**src/rtl/lc3b_types.sv**
```systemverilog
// Shared LC-3b types for the pipeline memory path.
// Word, write-mask and memory arbiter state definitions.
package lc3b_types;

  typedef logic [15:0] lc3b_word;
  typedef logic [1:0]  lc3b_mem_wmask;

  typedef enum logic [2:0] {
    IDLE,
    I_BUSY,
    D_BUSY,
    I_DONE,
    D_DONE
  } arb_state_t;

endpackage

```
**src/rtl/mem_arbiter_if.sv**
```systemverilog
// Memory handshake bundle between fetch/MEM requesters,
// the arbiter, and the physical memory port.
// slave  : arbiter view (requests in, responses and pmem strobes out)
// master : environment view (datapath + memory model)
interface mem_arbiter_if;
  import lc3b_types::*;

  lc3b_word      i_mem_address;
  logic          i_mem_read;
  lc3b_word      i_mem_rdata;
  logic          i_mem_resp;

  lc3b_word      d_mem_address;
  logic          d_mem_read;
  logic          d_mem_write;
  lc3b_mem_wmask d_mem_byte_enable;
  lc3b_word      d_mem_wdata;
  lc3b_word      d_mem_rdata;
  logic          d_mem_resp;

  lc3b_word      pmem_address;
  logic          pmem_read;
  logic          pmem_write;
  lc3b_mem_wmask pmem_byte_enable;
  lc3b_word      pmem_wdata;
  lc3b_word      pmem_rdata;
  logic          pmem_resp;

  modport slave (
    input  i_mem_address, i_mem_read,
    output i_mem_rdata, i_mem_resp,
    input  d_mem_address, d_mem_read, d_mem_write,
    input  d_mem_byte_enable, d_mem_wdata,
    output d_mem_rdata, d_mem_resp,
    output pmem_address, pmem_read, pmem_write,
    output pmem_byte_enable, pmem_wdata,
    input  pmem_rdata, pmem_resp
  );

  modport master (
    output i_mem_address, i_mem_read,
    input  i_mem_rdata, i_mem_resp,
    output d_mem_address, d_mem_read, d_mem_write,
    output d_mem_byte_enable, d_mem_wdata,
    input  d_mem_rdata, d_mem_resp,
    input  pmem_address, pmem_read, pmem_write,
    input  pmem_byte_enable, pmem_wdata,
    output pmem_rdata, pmem_resp
  );

endinterface

```
**src/rtl/mem_arb_perf.sv**
```systemverilog
// Arbiter performance counters (built only with MEM_ARB_PERF_EN).
// Ports: clk, rst, grant/conflict strobes in; three 32-bit wrapping counts out.
module mem_arb_perf (
  input  logic        clk,
  input  logic        rst,
  input  logic        i_grant_i,
  input  logic        d_grant_i,
  input  logic        conflict_i,
  output logic [31:0] i_grants_o,
  output logic [31:0] d_grants_o,
  output logic [31:0] conflicts_o
);

  logic [31:0] i_cnt_q, i_cnt_d;
  logic [31:0] d_cnt_q, d_cnt_d;
  logic [31:0] c_cnt_q, c_cnt_d;

  always_comb begin
    i_cnt_d = i_cnt_q + {31'd0, i_grant_i};
    d_cnt_d = d_cnt_q + {31'd0, d_grant_i};
    c_cnt_d = c_cnt_q + {31'd0, conflict_i};
  end

  always_ff @(posedge clk) begin
    if (rst) begin
      i_cnt_q <= '0;
      d_cnt_q <= '0;
      c_cnt_q <= '0;
    end else begin
      i_cnt_q <= i_cnt_d;
      d_cnt_q <= d_cnt_d;
      c_cnt_q <= c_cnt_d;
    end
  end

  assign i_grants_o  = i_cnt_q;
  assign d_grants_o  = d_cnt_q;
  assign conflicts_o = c_cnt_q;

endmodule

```
**src/rtl/mem_arbiter.sv**
```systemverilog
// Fetch/data memory arbiter onto one registered physical port.
// Ports: clk, rst (sync, active-high), bus (mem_arbiter_if.slave).
// With MEM_ARB_PERF_EN defined: perf_i_grants, perf_d_grants,
// perf_conflict_cycles (32-bit counters from mem_arb_perf).
module mem_arbiter
  import lc3b_types::*;
#(
  parameter int unsigned STARVE_LIMIT = 4
) (
  input  logic        clk,
  input  logic        rst,
  mem_arbiter_if.slave bus
`ifdef MEM_ARB_PERF_EN
  ,
  output logic [31:0] perf_i_grants,
  output logic [31:0] perf_d_grants,
  output logic [31:0] perf_conflict_cycles
`endif
);

  localparam int unsigned CW = $clog2(STARVE_LIMIT + 1);
  localparam logic [CW-1:0] LIM = CW'(STARVE_LIMIT);

  arb_state_t    state_q;
  logic [CW-1:0] starve_q;
  logic          abort_q;
  lc3b_word      addr_q;
  lc3b_word      wdata_q;
  lc3b_mem_wmask be_q;
  logic          rd_q;
  logic          wr_q;
  lc3b_word      i_rdata_q;
  lc3b_word      d_rdata_q;
  logic          i_resp_q;
  logic          d_resp_q;

  logic i_pend;
  logic d_pend;
  logic i_grant;
  logic d_grant;
  logic i_abort;

  assign i_pend = bus.i_mem_read;
  assign d_pend = bus.d_mem_read | bus.d_mem_write;

  // D normally wins; once it has taken STARVE_LIMIT grants
  // over a waiting fetch, the fetch gets the next slot.
  always_comb begin
    i_grant = 1'b0;
    d_grant = 1'b0;
    if (state_q == IDLE) begin
      if (d_pend && (starve_q < LIM))
        d_grant = 1'b1;
      else if (i_pend)
        i_grant = 1'b1;
      else if (d_pend)
        d_grant = 1'b1;
    end
  end

  // A withdrawn or redirected fetch still lets pmem finish,
  // but its data must not reach the pipeline.
  assign i_abort = abort_q
                 | ~bus.i_mem_read
                 | (bus.i_mem_address != addr_q);

  always_ff @(posedge clk) begin
    if (rst) begin
      state_q   <= IDLE;
      starve_q  <= '0;
      abort_q   <= 1'b0;
      addr_q    <= '0;
      wdata_q   <= '0;
      be_q      <= '0;
      rd_q      <= 1'b0;
      wr_q      <= 1'b0;
      i_rdata_q <= '0;
      d_rdata_q <= '0;
      i_resp_q  <= 1'b0;
      d_resp_q  <= 1'b0;
    end else begin
      i_resp_q <= 1'b0;
      d_resp_q <= 1'b0;
      unique case (state_q)
        IDLE: begin
          if (!i_pend)
            starve_q <= '0;
          if (i_grant) begin
            state_q  <= I_BUSY;
            addr_q   <= bus.i_mem_address;
            rd_q     <= 1'b1;
            abort_q  <= 1'b0;
            starve_q <= '0;
          end else if (d_grant) begin
            state_q <= D_BUSY;
            addr_q  <= bus.d_mem_address;
            wdata_q <= bus.d_mem_wdata;
            be_q    <= bus.d_mem_byte_enable;
            rd_q    <= bus.d_mem_read;
            wr_q    <= bus.d_mem_write;
            if (i_pend && (starve_q != LIM))
              starve_q <= starve_q + CW'(1);
          end
        end
        I_BUSY: begin
          if (i_abort)
            abort_q <= 1'b1;
          if (bus.pmem_resp) begin
            rd_q    <= 1'b0;
            abort_q <= 1'b0;
            if (i_abort) begin
              state_q <= IDLE;
            end else begin
              state_q   <= I_DONE;
              i_rdata_q <= bus.pmem_rdata;
              i_resp_q  <= 1'b1;
            end
          end
        end
        D_BUSY: begin
          if (bus.pmem_resp) begin
            rd_q      <= 1'b0;
            wr_q      <= 1'b0;
            state_q   <= D_DONE;
            d_rdata_q <= bus.pmem_rdata;
            d_resp_q  <= 1'b1;
          end
        end
        I_DONE: state_q <= IDLE;
        D_DONE: state_q <= IDLE;
        default: state_q <= IDLE;
      endcase
    end
  end

  assign bus.pmem_address     = addr_q;
  assign bus.pmem_read        = rd_q;
  assign bus.pmem_write       = wr_q;
  assign bus.pmem_byte_enable = be_q;
  assign bus.pmem_wdata       = wdata_q;
  assign bus.i_mem_rdata      = i_rdata_q;
  assign bus.i_mem_resp       = i_resp_q;
  assign bus.d_mem_rdata      = d_rdata_q;
  assign bus.d_mem_resp       = d_resp_q;

`ifdef MEM_ARB_PERF_EN
  logic conflict;
  assign conflict = (state_q == IDLE) & i_pend & d_pend;

  mem_arb_perf u_perf (
    .clk         (clk),
    .rst         (rst),
    .i_grant_i   (i_grant),
    .d_grant_i   (d_grant),
    .conflict_i  (conflict),
    .i_grants_o  (perf_i_grants),
    .d_grants_o  (perf_d_grants),
    .conflicts_o (perf_conflict_cycles)
  );
`endif

endmodule

```
**src/flat_wrapper.sv**
```systemverilog
// flat-port wrapper written by rule: the top's interface ports become plain ports
module mem_arbiter_flat import lc3b_types::*;
#(
  parameter int unsigned STARVE_LIMIT = 4
)
  (clk, rst, bus_i_mem_address, bus_i_mem_read, bus_i_mem_rdata, bus_i_mem_resp, bus_d_mem_address, bus_d_mem_read, bus_d_mem_write, bus_d_mem_byte_enable, bus_d_mem_wdata, bus_d_mem_rdata, bus_d_mem_resp, bus_pmem_address, bus_pmem_read, bus_pmem_write, bus_pmem_byte_enable, bus_pmem_wdata, bus_pmem_rdata, bus_pmem_resp);
  mem_arbiter_if bus_i ();
  input  logic clk;
  input  logic rst;
  input wire logic [$bits(bus_i.i_mem_address)-1:0] bus_i_mem_address;
  input wire logic [$bits(bus_i.i_mem_read)-1:0] bus_i_mem_read;
  output wire logic [$bits(bus_i.i_mem_rdata)-1:0] bus_i_mem_rdata;
  output wire logic [$bits(bus_i.i_mem_resp)-1:0] bus_i_mem_resp;
  input wire logic [$bits(bus_i.d_mem_address)-1:0] bus_d_mem_address;
  input wire logic [$bits(bus_i.d_mem_read)-1:0] bus_d_mem_read;
  input wire logic [$bits(bus_i.d_mem_write)-1:0] bus_d_mem_write;
  input wire logic [$bits(bus_i.d_mem_byte_enable)-1:0] bus_d_mem_byte_enable;
  input wire logic [$bits(bus_i.d_mem_wdata)-1:0] bus_d_mem_wdata;
  output wire logic [$bits(bus_i.d_mem_rdata)-1:0] bus_d_mem_rdata;
  output wire logic [$bits(bus_i.d_mem_resp)-1:0] bus_d_mem_resp;
  output wire logic [$bits(bus_i.pmem_address)-1:0] bus_pmem_address;
  output wire logic [$bits(bus_i.pmem_read)-1:0] bus_pmem_read;
  output wire logic [$bits(bus_i.pmem_write)-1:0] bus_pmem_write;
  output wire logic [$bits(bus_i.pmem_byte_enable)-1:0] bus_pmem_byte_enable;
  output wire logic [$bits(bus_i.pmem_wdata)-1:0] bus_pmem_wdata;
  input wire logic [$bits(bus_i.pmem_rdata)-1:0] bus_pmem_rdata;
  input wire logic [$bits(bus_i.pmem_resp)-1:0] bus_pmem_resp;
  assign bus_i.i_mem_address = bus_i_mem_address;
  assign bus_i.i_mem_read = bus_i_mem_read;
  assign bus_i_mem_rdata = bus_i.i_mem_rdata;
  assign bus_i_mem_resp = bus_i.i_mem_resp;
  assign bus_i.d_mem_address = bus_d_mem_address;
  assign bus_i.d_mem_read = bus_d_mem_read;
  assign bus_i.d_mem_write = bus_d_mem_write;
  assign bus_i.d_mem_byte_enable = bus_d_mem_byte_enable;
  assign bus_i.d_mem_wdata = bus_d_mem_wdata;
  assign bus_d_mem_rdata = bus_i.d_mem_rdata;
  assign bus_d_mem_resp = bus_i.d_mem_resp;
  assign bus_pmem_address = bus_i.pmem_address;
  assign bus_pmem_read = bus_i.pmem_read;
  assign bus_pmem_write = bus_i.pmem_write;
  assign bus_pmem_byte_enable = bus_i.pmem_byte_enable;
  assign bus_pmem_wdata = bus_i.pmem_wdata;
  assign bus_i.pmem_rdata = bus_pmem_rdata;
  assign bus_i.pmem_resp = bus_pmem_resp;
  mem_arbiter #(.STARVE_LIMIT(STARVE_LIMIT)) u_core (.clk(clk), .rst(rst), .bus(bus_i));
endmodule
```
**config.mk**
```make
export PLATFORM = sky130hd
export DESIGN_NAME = mem_arbiter_flat
export DESIGN_NICKNAME = d
export VERILOG_FILES = /design/src/rtl/lc3b_types.sv /design/src/rtl/mem_arbiter_if.sv /design/src/rtl/mem_arb_perf.sv /design/src/rtl/mem_arbiter.sv /design/src/flat_wrapper.sv
export SDC_FILE = /design/constraint.sdc
export NUM_CORES = 1
export LEC_CHECK = 0
export CAP_MARGIN = 20
export CORE_ASPECT_RATIO = 1.5
export CORE_MARGIN = 10
export CORE_UTILIZATION = 40
export DETAILED_ROUTE_END_ITERATION = 8
export GPL_ROUTABILITY_DRIVEN = 0
export PLACE_DENSITY = 0.79
export SYNTH_ARGS = -nofsm -noshare
export SYNTH_HDL_FRONTEND = slang
export SYNTH_SLANG_ARGS = --single-unit
export TNS_END_PERCENT = 50
```
**constraint.sdc**
```tcl
create_clock -name clk -period 2.2 [get_ports clk]
set_input_delay 0.22 -clock clk [delete_from_list [all_inputs] [get_ports clk]]
set_output_delay 0.22 -clock clk [all_outputs]
set_load 0.005 [all_outputs]
```
==> results.sh, run 1 <==
export IMPL_skew_ns=0.006030
export IMPL_avgViaCountPerCell=4.948
export IMPL_drive_above_1_share_pct=6.476
export IMPL_antenna_left=0
export IMPL_synth_most_common_cell="nand2_1"
export IMPL_final_hold_viol_count=0
export IMPL_seqPwrFrac_pct=43.5
export IMPL_grt_setup_unrepaired="false"
export IMPL_core_area_sq_mm=0.007958
export IMPL_p_leak_nw=1.965
export IMPL_cp_slowest_cell="or3_1"
export IMPL_p_comb_share_pct=19.9
export IMPL_chipHeight_um=130.2
export IMPL_syn_to_final_growth_pct=53.61
export IMPL_hold_buffers=0
export IMPL_status="complete, no violations"
export IMPL_cts_tree="built"
export IMPL_synth_yosys_seq_area_share_pct=47.62
export IMPL_path_class="flop to flop"
export IMPL_pwr_density_cell_mw_per_mm2=718.7
export IMPL_swShare_pct=25.58
export IMPL_worst_slew_pin_slew_ns=0.4323
export IMPL_cts_path_max_buffers=2
export IMPL_fin_crit_sh_pct=82.62
export IMPL_path_clk_slew_ns=0.05
export IMPL_cts_buffers=9
export IMPL_clockRootBuffer="clkbuf_16"
export IMPL_p_int_mw=2.660
export IMPL_synthDominantCellAreaShare_pct=47.62
export IMPL_p_total_mw=3.574
export IMPL_diodes=0
export IMPL_cpPeakStageDelay_ns=0.52
export IMPL_fill_cells=696
export IMPL_cp_max_fo=21
export IMPL_cts_sinks=77
export IMPL_start_kind="flop"
export IMPL_dp_hpwl_um=7717
export IMPL_synthCells=383
export IMPL_portBuffers=141
export IMPL_grt_util_all_layers_pct=15.89
export IMPL_synth_async_reset_ratio_pct=0
export IMPL_end_kind="flop"
export IMPL_setup_viol=0
export IMPL_clock_latency_ns=0.33
export IMPL_p_clk_share_pct=36.6
export IMPL_yosys_warnings=0
export IMPL_ios=142
export IMPL_first_iter_violations=136
export IMPL_multi_input_area_sq_mm=0.001530
export IMPL_worst_ep_arrival_time_ns=2.07
export IMPL_synth_largest_area_cell="dfxtp_1"
export IMPL_vias=3117
export IMPL_htree_num_levels=3
export IMPL_final_max_slew_viol_count=0
export IMPL_synthFlopType="dfxtp_1"
export IMPL_syn_area_sq_mm=0.003237
export IMPL_period_needed_ns=1.818
export IMPL_slew_headroom_pct=71.18
export IMPL_ys_ff_latch=77
export IMPL_antenna_found_initial=0
export IMPL_drcViolationCount=0
export IMPL_die_w_um=93.45
export IMPL_cts_repair_resized=0
export IMPL_timing_fmax_ghz=0.5502
export IMPL_postCtsSetupBuffers=0
export IMPL_row_count=40
export IMPL_grt_pass1_vias=3146
export IMPL_cap_violations=0
export IMPL_synth_common_cells="123 x nand2_1, 77 x dfxtp_1, 52 x a21oi_1"
export IMPL_nets=596
export IMPL_power_switching_uw=914.0
export IMPL_regArea_sq_mm=0.001541
export IMPL_grt_start_max_net_pins=33
export IMPL_hp_class="input port to flop"
export IMPL_ff2ff_setup_slack_ns=0.38
export IMPL_ys_types=40
export IMPL_synthTopCellsByArea="dfxtp_1 48%, nand2_1 14%, a21oi_1 8.0%"
export IMPL_die_area_sq_mm=0.01216
export IMPL_required_ns=2.45
export IMPL_ir_drop_uv=407.1
export IMPL_setup_tns_ns=0
export IMPL_start_util_pct=40.68
export IMPL_routed_wl_um=9707
export IMPL_grt_pass1_wl_um=15290
export IMPL_gr_total_overflow=0
export IMPL_synth_edf_count=0
export IMPL_synthesis_nets=457
export IMPL_wire_per_inst_um=15.41
export IMPL_drt_pass1_iter_count=4
export IMPL_syn_area_per_cell_sq_um=8.451
export IMPL_path_cells="or3_1 > nor3b_4 > buf_4 > a22oi_1 > a21oi_1"
==> registers in the layout, summed over array words and instances, names as in the netlist <==
| name | flops |
|---|---|
| u_core.bus.i_mem_rdata | 16 |
| u_core.starve_q | 3 |
| u_core.bus.pmem_address | 16 |
| u_core.bus.pmem_read | 1 |
| u_core.state_q | 3 |
| u_core.bus.pmem_write | 1 |
| u_core.bus.d_mem_rdata | 16 |
| u_core.bus.pmem_byte_enable | 2 |
| u_core.abort_q | 1 |
| u_core.bus.d_mem_resp | 1 |
| u_core.bus.i_mem_resp | 1 |
| u_core.bus.pmem_wdata | 16 |
==> through the flow <==
| stage | area, sq um | setup slack, ns | util (%) | instances | hold slack, ns |
|---|---|---|---|---|---|
| floorplan | 3237 | 0.5454 | - | 383 | 0.3508 |
| global placement | 4707 | 0.1174 | 59.15 | 616 | 0.4419 |
| detailed placement | 4707 | 0.09652 | 59.15 | 616 | 0.4471 |
| CTS | 4972 | 0.3787 | 62.48 | 630 | 0.3223 |
| global route | 4972 | 0.2518 | 62.48 | 630 | 0.3406 |
| finish | 4972 | 0.3825 | 62.48 | 630 | 0.3196 |
==> final timing paths <==
path                                             end                                   start  cells after the start
min                  u_core.starve_q[1]$_SDFFE_PP0P_                                     rst                      2
max reg2reg  u_core.bus.pmem_address[3]$_SDFFE_PP0P_          u_core.state_q[2]$_SDFFE_PP0P_                      5
min reg2reg   u_core.bus.d_mem_rdata[5]$_SDFFE_PP0P_  u_core.bus.d_mem_rdata[5]$_SDFFE_PP0P_                      2
max          u_core.bus.pmem_address[3]$_SDFFE_PP0P_          u_core.state_q[2]$_SDFFE_PP0P_                      5
==> area by class of cell <==
type	instances	area share, %
clock inverter	4	0.5284
tap	105	2.642
clock buffer	10	4.806
timing repair buffer	152	29.94
sequential	77	31.00
multi-input combinational	278	30.78
inverter	4	0.3020
==> cells in the final DEF (no fill, tap or decap), types with 2 or more instances in the layout <==
master and instances:
nand2_1 123, nor2_1 12, clkinv_2 2, a22oi_1 16
and2_1 2, xnor2_1 4, nor3_1 4, buf_4 11
ha_1 2, xor2_1 12, inv_1 4, a21oi_1 52
and3_1 2, o21ai_0 3, dfxtp_1 77, nor4_1 3
clkbuf_16 9, a21oi_2 2, nand3_1 5, mux2i_1 16
clkdlybuf4s50_1 140, nand3_2 2
==> cell families (layout without fill, tap and decap cells) <==
family	Yosys count	count (layout)	share of synthesized area (%)
AND/OR/NAND/NOR	163	163	22.54
AO/OA/AOI/OAI	81	81	14.69
flip-flops	77	77	47.62
adder cells (fa/ha/maj)	2	2	0.7730
buffers and inverters	28	170	5.102
XOR/XNOR	16	16	4.329
multiplexers	16	16	4.948
==> worst max-delay path, delay by kind of cell, from the launching register on <==
| family | cells | cell delay (ns) |
|---|---|---|
| compound gates | 2 | 0.30 |
| simple gates | 2 | 0.78 |
| buf+inv | 1 | 0.29 |
| flops | 1 | 0.37 |
==> metal layers <==
metal / share of wire [%] / global-route usage, % / vias up
met1: 38 / 16.39 / 1432
met3: 6.5 / 4.140 / 14
li1: - / - / 1571
met4: 2.0 / 7.286 / 0
met5: 0 / 0 / -
met2: 53 / 29.05 / 100
==> power by group through the flow <==
stage | Sequential (mW) | Clock (mW) | Combinational (mW)
finish | 1.56 | 1.31 | 0.711
global route | 1.57 | 1.40 | 0.783
CTS | 1.56 | 1.35 | 0.725
detailed placement | 1.59 | 0 | 0.722
global placement | 1.58 | 0 | 0.705
floorplan | 1.58 | 0 | 0.340
(Power assumes the default switching activity.)
==> run 2, diff against run 1 <==
- CORE_UTILIZATION: 40 -> 38
- PLACE_DENSITY: 0.79 -> 0.78
- clock period: 2.2 -> 1.6 ns (I/O delays scaled with it)
==> results.sh, run 2 (synthesized netlist as in run 1, its figures left out) <==
export IMPL_ir_drop_uv=691.4
export IMPL_grt_start_max_net_pins=33
export IMPL_p_leak_nw=2.173
export IMPL_antenna_found_initial=1
export IMPL_fill_cells=684
export IMPL_cp_slowest_cell="nor4_2"
export IMPL_grt_setup_unrepaired="true"
export IMPL_timing_fmax_ghz=0.6024
export IMPL_fin_hold_ws_ns=0.2629
export IMPL_start_kind="flop"
export IMPL_pwr_density_cell_mw_per_mm2=1017
export IMPL_drcViolationCount=0
export IMPL_fin_crit_sh_pct=103.8
export IMPL_ios=142
export IMPL_p_total_mw=5.476
export IMPL_die_w_um=95.36
export IMPL_chipHeight_um=133.0
export IMPL_rr_worst_depth=6
export IMPL_final_max_slew_viol_count=0
export IMPL_dpl_cell_area_sq_mm=0.004907
export IMPL_fin_util_pct=64.39
export IMPL_routed_wl_um=11070
export IMPL_drive_above_1_share_pct=13.77
export IMPL_path_cells="xor2_1 > nor4_2 > and3_4 > nand3_4 > clkbuf_16 > mux2i_1"
export IMPL_path_class="flop to flop"
export IMPL_ff2ff_setup_slack_ns=-0.06
export IMPL_nets=622
export IMPL_portBuffers=141
export IMPL_rr_endpoint="u_core.bus.i_mem_rdata[7]$_SDFFE_PP0P_"
export IMPL_avgViaCountPerCell=4.995
export IMPL_setup_tns_ns=-0.4994
export IMPL_dp_hpwl_um=8056
export IMPL_htree_num_levels=3
export IMPL_worstHoldEndpoint="u_core.bus.pmem_address[7]$_SDFFE_PP0P_"
export IMPL_first_iter_violations=116
export IMPL_antenna_left=0
export IMPL_slew_headroom_pct=73.97
export IMPL_skew_ns=0.005118
export IMPL_path_clk_slew_ns=0.06
export IMPL_hold_start="rst"
export IMPL_grt_pass1_vias=3330
export IMPL_multi_input_area_sq_mm=0.001584
export IMPL_grt_util_all_layers_pct=16.59
export IMPL_r2r_start="u_core.bus.pmem_address[15]$_SDFFE_PP0P_"
export IMPL_final_hold_viol_count=0
export IMPL_cts_buffers=9
export IMPL_cts_path_max_buffers=2
export IMPL_pre_cts_ws_ns=-0.3949
export IMPL_wire_per_inst_um=16.77
export IMPL_core_area_sq_mm=0.008362
export IMPL_hold_buffers=0
export IMPL_clock_latency_ns=0.33
export IMPL_clockRootBuffer="clkbuf_16"
export IMPL_worst_slew_pin_slew_ns=0.3869
export IMPL_cts_tree="built"
export IMPL_post_layout_nonfiller_instances=660
export IMPL_required_ns=1.82
export IMPL_worst_slack_ns=-0.06008
export IMPL_fin_area_sq_mm=0.005384
export IMPL_cts_sinks=77
export IMPL_row_count=41
export IMPL_layout_common_cells="140 x clkdlybuf4s50_1, 121 x nand2_1, 72 x dfxtp_1, 52 x a21oi_1, 27 x buf_4"
export IMPL_final_common_cell="clkdlybuf4s50_1"
export IMPL_die_area_sq_mm=0.01269
export IMPL_syn_to_final_growth_pct=66.33
export IMPL_drt_pass1_iter_count=5
export IMPL_cpPeakStageDelay_ns=0.38
export IMPL_hp_class="input port to flop"
export IMPL_end_kind="flop"
export IMPL_violations="negative setup slack"
export IMPL_gr_total_overflow=0
export IMPL_grt_pass1_wl_um=16610
export IMPL_cap_violations=0
export IMPL_cp_max_fo=8
export IMPL_hold_depth=3
export IMPL_start_util_pct=38.71
export IMPL_setup_viol=18
export IMPL_dp_cells=637
export IMPL_regArea_sq_mm=0.001550
export IMPL_status="finished with violations"
export IMPL_vias=3297
export IMPL_worst_ep_arrival_time_ns=1.88
export IMPL_period_needed_ns=1.660
[run 2: cell types whose count changed in the layout (fill, tap and decap cells not counted), sizes merged]
| cell | previous run | this run |
|---|---|---|
| buf | 12 | 36 |
| bufinv | 0 | 2 |
| clkbuf | 10 | 12 |
| clkinvlp | 1 | 0 |
| diode | 0 | 1 |
[run 2: cell type report]
cell class	count	share of cell area, %
Antenna cell	1	0.04648
Inverter	4	0.2789
Tap cell	107	2.487
Multi-Input combinational cell	278	29.42
Clock buffer	10	4.439
Sequential cell	77	28.79
Timing Repair Buffer	178	33.14
Clock inverter	5	1.394
[run 2: timing repair]
item	in CTS	in global routing
setup endpoints to repair	54	54
resized for setup	7	15
pin swaps	3	9
gates cloned	2	2
buffers inserted	2	2
[run 2: worst max-delay path, delay by kind of cell, from the launching register on]
| family | cells | cell delay, ns |
|---|---|---|
| simple gates | 3 | 0.73 |
| flops | 1 | 0.32 |
| buf+inv | 1 | 0.19 |
| mux | 1 | 0.12 |
| xor+xnor | 1 | 0.17 |
[run 2: worst max path at each step]
stage	start	to	slack [ns]	depth (start not counted)
after floorplan	u_core.bus.pmem_address[1]$_SDFFE_PP0P_	u_core.bus.i_mem_rdata[10]$_SDFFE_PP0P_	-0.005	6
after global placement	bus_i_mem_address[15]	u_core.bus.i_mem_rdata[0]$_SDFFE_PP0P_	-0.33	7
after detailed placement	bus_i_mem_address[15]	u_core.bus.i_mem_rdata[1]$_SDFFE_PP0P_	-0.39	7
after CTS	u_core.bus.pmem_address[7]$_SDFFE_PP0P_	u_core.bus.i_mem_rdata[15]$_SDFFE_PP0P_	0.00004	6
after global routing	u_core.bus.pmem_address[0]$_SDFFE_PP0P_	u_core.bus.i_mem_rdata[7]$_SDFFE_PP0P_	-0.14	6
final	u_core.bus.pmem_address[15]$_SDFFE_PP0P_	u_core.bus.i_mem_rdata[7]$_SDFFE_PP0P_	-0.06	6
[run 2: power breakdown]
part	internal [mW]	leakage [nW]	switching [mW]
Sequential	2.05	0.631	0.0811
Combinational	0.677	1.38	0.519
Clock	1.39	0.158	0.760
Total	4.12	2.17	1.36
[run 2: metal layers]
metal / global-route usage (%) / up-vias / wire length, um
li1: - / 1620 / -
met1: 17.33 / 1545 / 4166
met2: 29.54 / 115 / 5913
met3: 4.247 / 17 / 756
met4: 7.679 / 0 / 235
met5: 0 / - / 0
==> run 3, diff against run 2 <==
- SLEW_MARGIN: not set -> 10
==> results of run 3 <==
The final DEF is identical to that of run 2; final timing and power are the same.
==> RTL change 1 (flow settings as in run 2) <==
Encoding of `arb_state_t`: now Gray code (3 bits for 5 states).
--- a/src/rtl/lc3b_types.sv
+++ b/src/rtl/lc3b_types.sv
@@ -6,11 +6,11 @@
   typedef logic [1:0]  lc3b_mem_wmask;
 
   typedef enum logic [2:0] {
-    IDLE,
-    I_BUSY,
-    D_BUSY,
-    I_DONE,
-    D_DONE
+    IDLE   = 3'b000,
+    I_BUSY = 3'b001,
+    D_BUSY = 3'b011,
+    I_DONE = 3'b010,
+    D_DONE = 3'b110
   } arb_state_t;
 
 endpackage
Formal check against the unedited RTL: same outputs for any inputs over 4 cycles, from zero or initial values and one cycle with rst high; so few cycles prove little.
==> RTL change 1 against run 2 <==
- the flow still finishes with violations (setup timing)
- critical path depth grew 1
- sequential cell count unchanged
- first-iteration DRC count up 46%
- clock power down 13%
- power fell by 3.1%
- die area about the same
- final area shrank 1.6%
- hold slack got worse by 0.021 ns
- synthesized area decreased by 0.12%
- worst setup slack gained 0.027 ns
- routed wire length fell by 2.1%
- critical endpoint is now u_core.bus.i_mem_rdata[8]$_SDFFE_PP0P_
- highest routed layer unchanged
==> RTL change 1: results (changes against run 2) <==
Critical path
  • Highest fanout seen on the critical path: 16 (+8)
  • Largest stage delay on the critical path: 0.33 ns (-0.05 ns)
  • Cell type of the slowest stage on the worst timing path: sky130_fd_sc_hd__dfxtp_2

Synthesis
  • Mean instance size in the synthesized netlist: 8.486 µm² (+0.41%)
  • Ranking of synthesized cells by area: sky130_fd_sc_hd__dfxtp_1 (48%), sky130_fd_sc_hd__nand2_1 (8.6%), sky130_fd_sc_hd__a21oi_1 (8.2%), sky130_fd_sc_hd__mux2i_1 (5.0%), sky130_fd_sc_hd__xor2_1 (4.3%)
  • Fraction of post-synthesis cell area in the top cell type by area: 0.4768 (+0.0005529)
  • Distinct cell type count of the synthesized netlist: 36 (-10%)
  • Sequential area share after synthesis: 0.4768 (+0.0005529)
  • Number of nets produced by synthesis: 455 (-0.44%)

Route
  • Routed wl met2: 5868 µm (-0.76%)
  • Violation count after the first detailed-routing iteration: 169 (+46%)
  • M1 WL: 3939 µm (-5.4%)
  • Wire length per cell after detailed routing: 16.68 µm (-0.57%)
  • Total number of vias: 3,383 (+2.6%)

Placement
  • # placed instances: 632 (-0.78%)

Pwr
  • Register share of total power: 0.410 (+0.021)
  • Combinational power share: 0.238 (+0.020)

STA
  • Finish-stage setup viols: 2 (-16)
  • Slew @ Worst Pin: 0.5267 ns (+0.1399 ns)
  • Least setup slack across all paths after layout: -0.03308 ns (+0.02700 ns)

Global route
  • Number of global-route vias before repair: 3,522 (+5.8%)
  • Largest net degree at the start of global routing: 38 (+15%)
  • Wire length of the first global-routing pass: 17,320 µm (+4.3%)
  • Aggregate global-route resource usage: 0.1713 (+0.005383)
  • Antenna violations before repair: 0 (-1)

Run status
  • Status: complete, but fails checks
  • Failing checks: setup timing

Final layout
  • Share of final-layout standard cells stronger than drive strength 1: 0.1363 (-0.001401)
-- RTL change 1: cell types whose count changed in the layout (fill, tap and decap cells not counted), moves of 6 or more --
cell	delta
sky130_fd_sc_hd__a22oi_1	-16
sky130_fd_sc_hd__o21ai_1	+10
sky130_fd_sc_hd__nand2_1	-47
sky130_fd_sc_hd__nand4_1	+15
sky130_fd_sc_hd__a211oi_1	+15
sky130_fd_sc_hd__nor2_1	+12
sky130_fd_sc_hd__o21ai_2	+6
-- RTL change 1: layout make-up --
cell class	count	area, µm²	share of cell area
Clock buffer	10	239.0	0.04510
Tap cell	107	133.9	0.02527
Timing Repair Buffer	173	1703	0.3214
Clock inverter	6	38.79	0.007320
Inverter	4	15.01	0.002834
Multi-Input combinational cell	273	1625	0.3067
Sequential cell	77	1544	0.2914
-- RTL change 1: layer usage --
| layer | track usage | vias up |
|---|---|---|
| met5 | 0 | - |
| met2 | 0.3099 | 125 |
| met3 | 0.05210 | 22 |
| met1 | 0.1708 | 1587 |
| met4 | 0.07679 | 0 |
| li1 | - | 1649 |
-- RTL change 1: worst register-to-register path, cell delays in order, from the launching register on --
cell                      delay (ns)
sky130_fd_sc_hd__dfxtp_2        0.33
sky130_fd_sc_hd__xor2_1         0.17
sky130_fd_sc_hd__nor4_1         0.29
sky130_fd_sc_hd__buf_4          0.16
sky130_fd_sc_hd__and3_4         0.21
sky130_fd_sc_hd__buf_12         0.14
sky130_fd_sc_hd__nand4_1        0.12
sky130_fd_sc_hd__a21oi_1        0.15
-- RTL change 1: path summary, 6_finish.rpt --
path,from,to,depth (start not counted)
hold reg to reg,u_core.bus.pmem_wdata[13]$_SDFFE_PP0P_,u_core.bus.pmem_wdata[13]$_SDFFE_PP0P_,2
setup reg to reg,u_core.bus.pmem_address[1]$_SDFFE_PP0P_,u_core.bus.i_mem_rdata[8]$_SDFFE_PP0P_,7
hold / removal,rst,u_core.starve_q[1]$_SDFFE_PP0P_,2
setup / recovery,u_core.bus.pmem_address[1]$_SDFFE_PP0P_,u_core.bus.i_mem_rdata[8]$_SDFFE_PP0P_,7
-- RTL change 1: timing repair --
action / 4_1_cts / 5_1_grt
buffers inserted: 1 / 0
resized for setup: 14 / 20
cloned: 2 / 0
endpoints found under the setup margin: 45 / 31
pin swaps: 5 / 23
-- RTL change 1: cells by family (layout without fill, tap and decap cells) --
family	Yosys count	in the layout	synth area share
AOI/OAI and AO/OA	99	99	0.1757
and+or+nand+nor	139	140	0.2009
xor gates and xnor gates	16	16	0.04334
buffers and inverters	32	193	0.04605
DFF	77	77	0.4768
muxes	16	16	0.04953
adders and majority gates	2	2	0.007739
==> RTL change 2 (flow settings as in run 2) <==
Without the edit above. `STARVE_LIMIT` is set to 4 in 2 places; all go to 2.
--- a/src/rtl/mem_arbiter.sv
+++ b/src/rtl/mem_arbiter.sv
@@ -5,7 +5,7 @@
 module mem_arbiter
   import lc3b_types::*;
 #(
-  parameter int unsigned STARVE_LIMIT = 4
+  parameter int unsigned STARVE_LIMIT = 2
 ) (
   input  logic        clk,
   input  logic        rst,
--- a/src/flat_wrapper.sv
+++ b/src/flat_wrapper.sv
@@ -1,7 +1,7 @@
 // flat-port wrapper written by rule: the top's interface ports become plain ports
 module mem_arbiter_flat import lc3b_types::*;
 #(
-  parameter int unsigned STARVE_LIMIT = 4
+  parameter int unsigned STARVE_LIMIT = 2
 )
   (clk, rst, bus_i_mem_address, bus_i_mem_read, bus_i_mem_rdata, bus_i_mem_resp, bus_d_mem_address, bus_d_mem_read, bus_d_mem_write, bus_d_mem_byte_enable, bus_d_mem_wdata, bus_d_mem_rdata, bus_d_mem_resp, bus_pmem_address, bus_pmem_read, bus_pmem_write, bus_pmem_byte_enable, bus_pmem_wdata, bus_pmem_rdata, bus_pmem_resp);
   mem_arbiter_if bus_i ();
Formal check against the unedited RTL: not equivalent (Yosys sat finds a counterexample within 10 cycles, from zero or initial values and one cycle with rst high).
==> RTL change 2 against run 2 <==
- the flow still finishes with violations (setup timing)
- routed wire length grew 12%
- global-route usage grew 1.8 points
- clock power shrank 9.8%
- final area grew 13%
- highest routed layer unchanged
- power grew 1.2%
- worst setup slack lost 0.19 ns
- sequential cell count shrank 1
- synthesized area shrank 1.6%
==> RTL change 2: results (changes against run 2) <==
Route
  • Violation count after the first detailed-routing iteration: 152 (+31%)
  • Via-to-Cell Ratio: 5.208 (+4.2%)

STA
  • Setup Total Neg Slack: -6.918 ns (-6.419 ns)
  • Least setup slack across all paths after layout: -0.2534 ns (-0.1933 ns)
  • Min Hold Slack: 0.2107 ns (-0.05224 ns)
  • Finish-stage setup viols: 56 (+38)

Global route
  • Wire length of the first global-routing pass: 18,120 µm (+9.1%)
  • Antenna violations before repair: 0 (-1)
  • Number of global-route vias before repair: 3,598 (+8.0%)

Synthesis
  • Number of nets produced by synthesis: 462 (+1.1%)
  • Distinct cell type count of the synthesized netlist: 36 (-10%)
  • Top cell types by occurrence after synthesis: sky130_fd_sc_hd__dfxtp_1 (76), sky130_fd_sc_hd__nand2_1 (73), sky130_fd_sc_hd__a21oi_1 (58)

Critical path
  • Cell type of the slowest stage on the worst timing path: sky130_fd_sc_hd__clkdlybuf4s50_1
  • Worst R2R End: u_core.bus.i_mem_rdata[11]$_SDFFE_PP0P_
  • Setup slack on the worst flop-to-flop path: -0.23 ns (-0.17 ns)
  • Arrival time of the worst setup path: 2.11 ns (+0.23 ns)
  • Largest stage delay on the critical path: 0.61 ns (+0.23 ns)
  • Reg2reg path depth: 7 (+1)
  • FF-to-FF Start: u_core.abort_q$_SDFFE_PP0P_

Final layout
  • Antenna diodes: 0 (-1)
  • Number of standard cells in the layout, taps in and fillers out: 689 (+4.4%)
  • Total Nets Final: 652 (+4.8%)
  • Share of final-layout standard cells stronger than drive strength 1: 0.3082 (+0.1705)

Placement
  • Placed wire-length estimate: 8257 µm (+2.5%)
  • Pre-CTS setup slack: -0.4856 ns (-0.09075 ns)
  • Placed standard-cell area: 5081 µm² (+3.5%)

Worst hold path
  • Number of stages on the worst hold path: 2 (-1)

Run status
  • Status: complete, but fails checks
  • Failing checks: setup timing

Pwr
  • Combinational gate power: 1490 µW (+24%)
  • Worst VDD drop: 892.4 µV (+29%)
  • Static leakage: 0.002334 µW (+7.4%)
  • Pint: 4060 µW (-1.4%)
RTL change 2: cell types whose count changed in the layout (fill, tap and decap cells not counted), moves of 5 or more:
cell	change
sky130_fd_sc_hd__o21ai_2	+6
sky130_fd_sc_hd__o21ai_1	+9
sky130_fd_sc_hd__nand3_2	+8
sky130_fd_sc_hd__a211oi_2	+7
sky130_fd_sc_hd__a211oi_1	+8
sky130_fd_sc_hd__a21oi_2	+21
sky130_fd_sc_hd__nor2_1	+10
sky130_fd_sc_hd__a22oi_1	-16
sky130_fd_sc_hd__nand3_4	+7
sky130_fd_sc_hd__a21oi_1	-17
sky130_fd_sc_hd__buf_4	+24
sky130_fd_sc_hd__nand2_4	+5
sky130_fd_sc_hd__nand2_1	-53
RTL change 2: layout make-up:
cell class                 count  area [µm²]
clock buffer                  13       270.3
clock inverter                 3       20.02
fill                         580        2038
inverter                       6       22.52
multi-input combinational    277        1974
sequential                    76        1531
tap                          105       131.4
timing repair buffer         209        2120
RTL change 2: timing repair:
item	4_1_cts	5_1_grt
gates resized for setup	29	89
setup buffers	7	4
endpoints found under the setup margin	55	58
hold buffers	0	0
pin swaps	22	39
gates cloned	6	1
RTL change 2: per-layer routing:
layer  up-vias  GRT usage  share of wire
li1       1729          -              -
met5         -          0              0
met1      1707     0.1723           0.35
met2       130     0.3378           0.55
met3        22    0.06670          0.077
met4         0    0.08013          0.022
RTL change 2: cell families after synthesis:
logic type / Yosys count / synth area share
AOI/OAI and AO/OA: 105 / 0.1929
xor gates and xnor gates: 13 / 0.03574
adders and majority gates: 1 / 0.003927
buffers and inverters: 36 / 0.04438
DFF: 76 / 0.4776
muxes: 14 / 0.04399
and+or+nand+nor: 144 / 0.2015
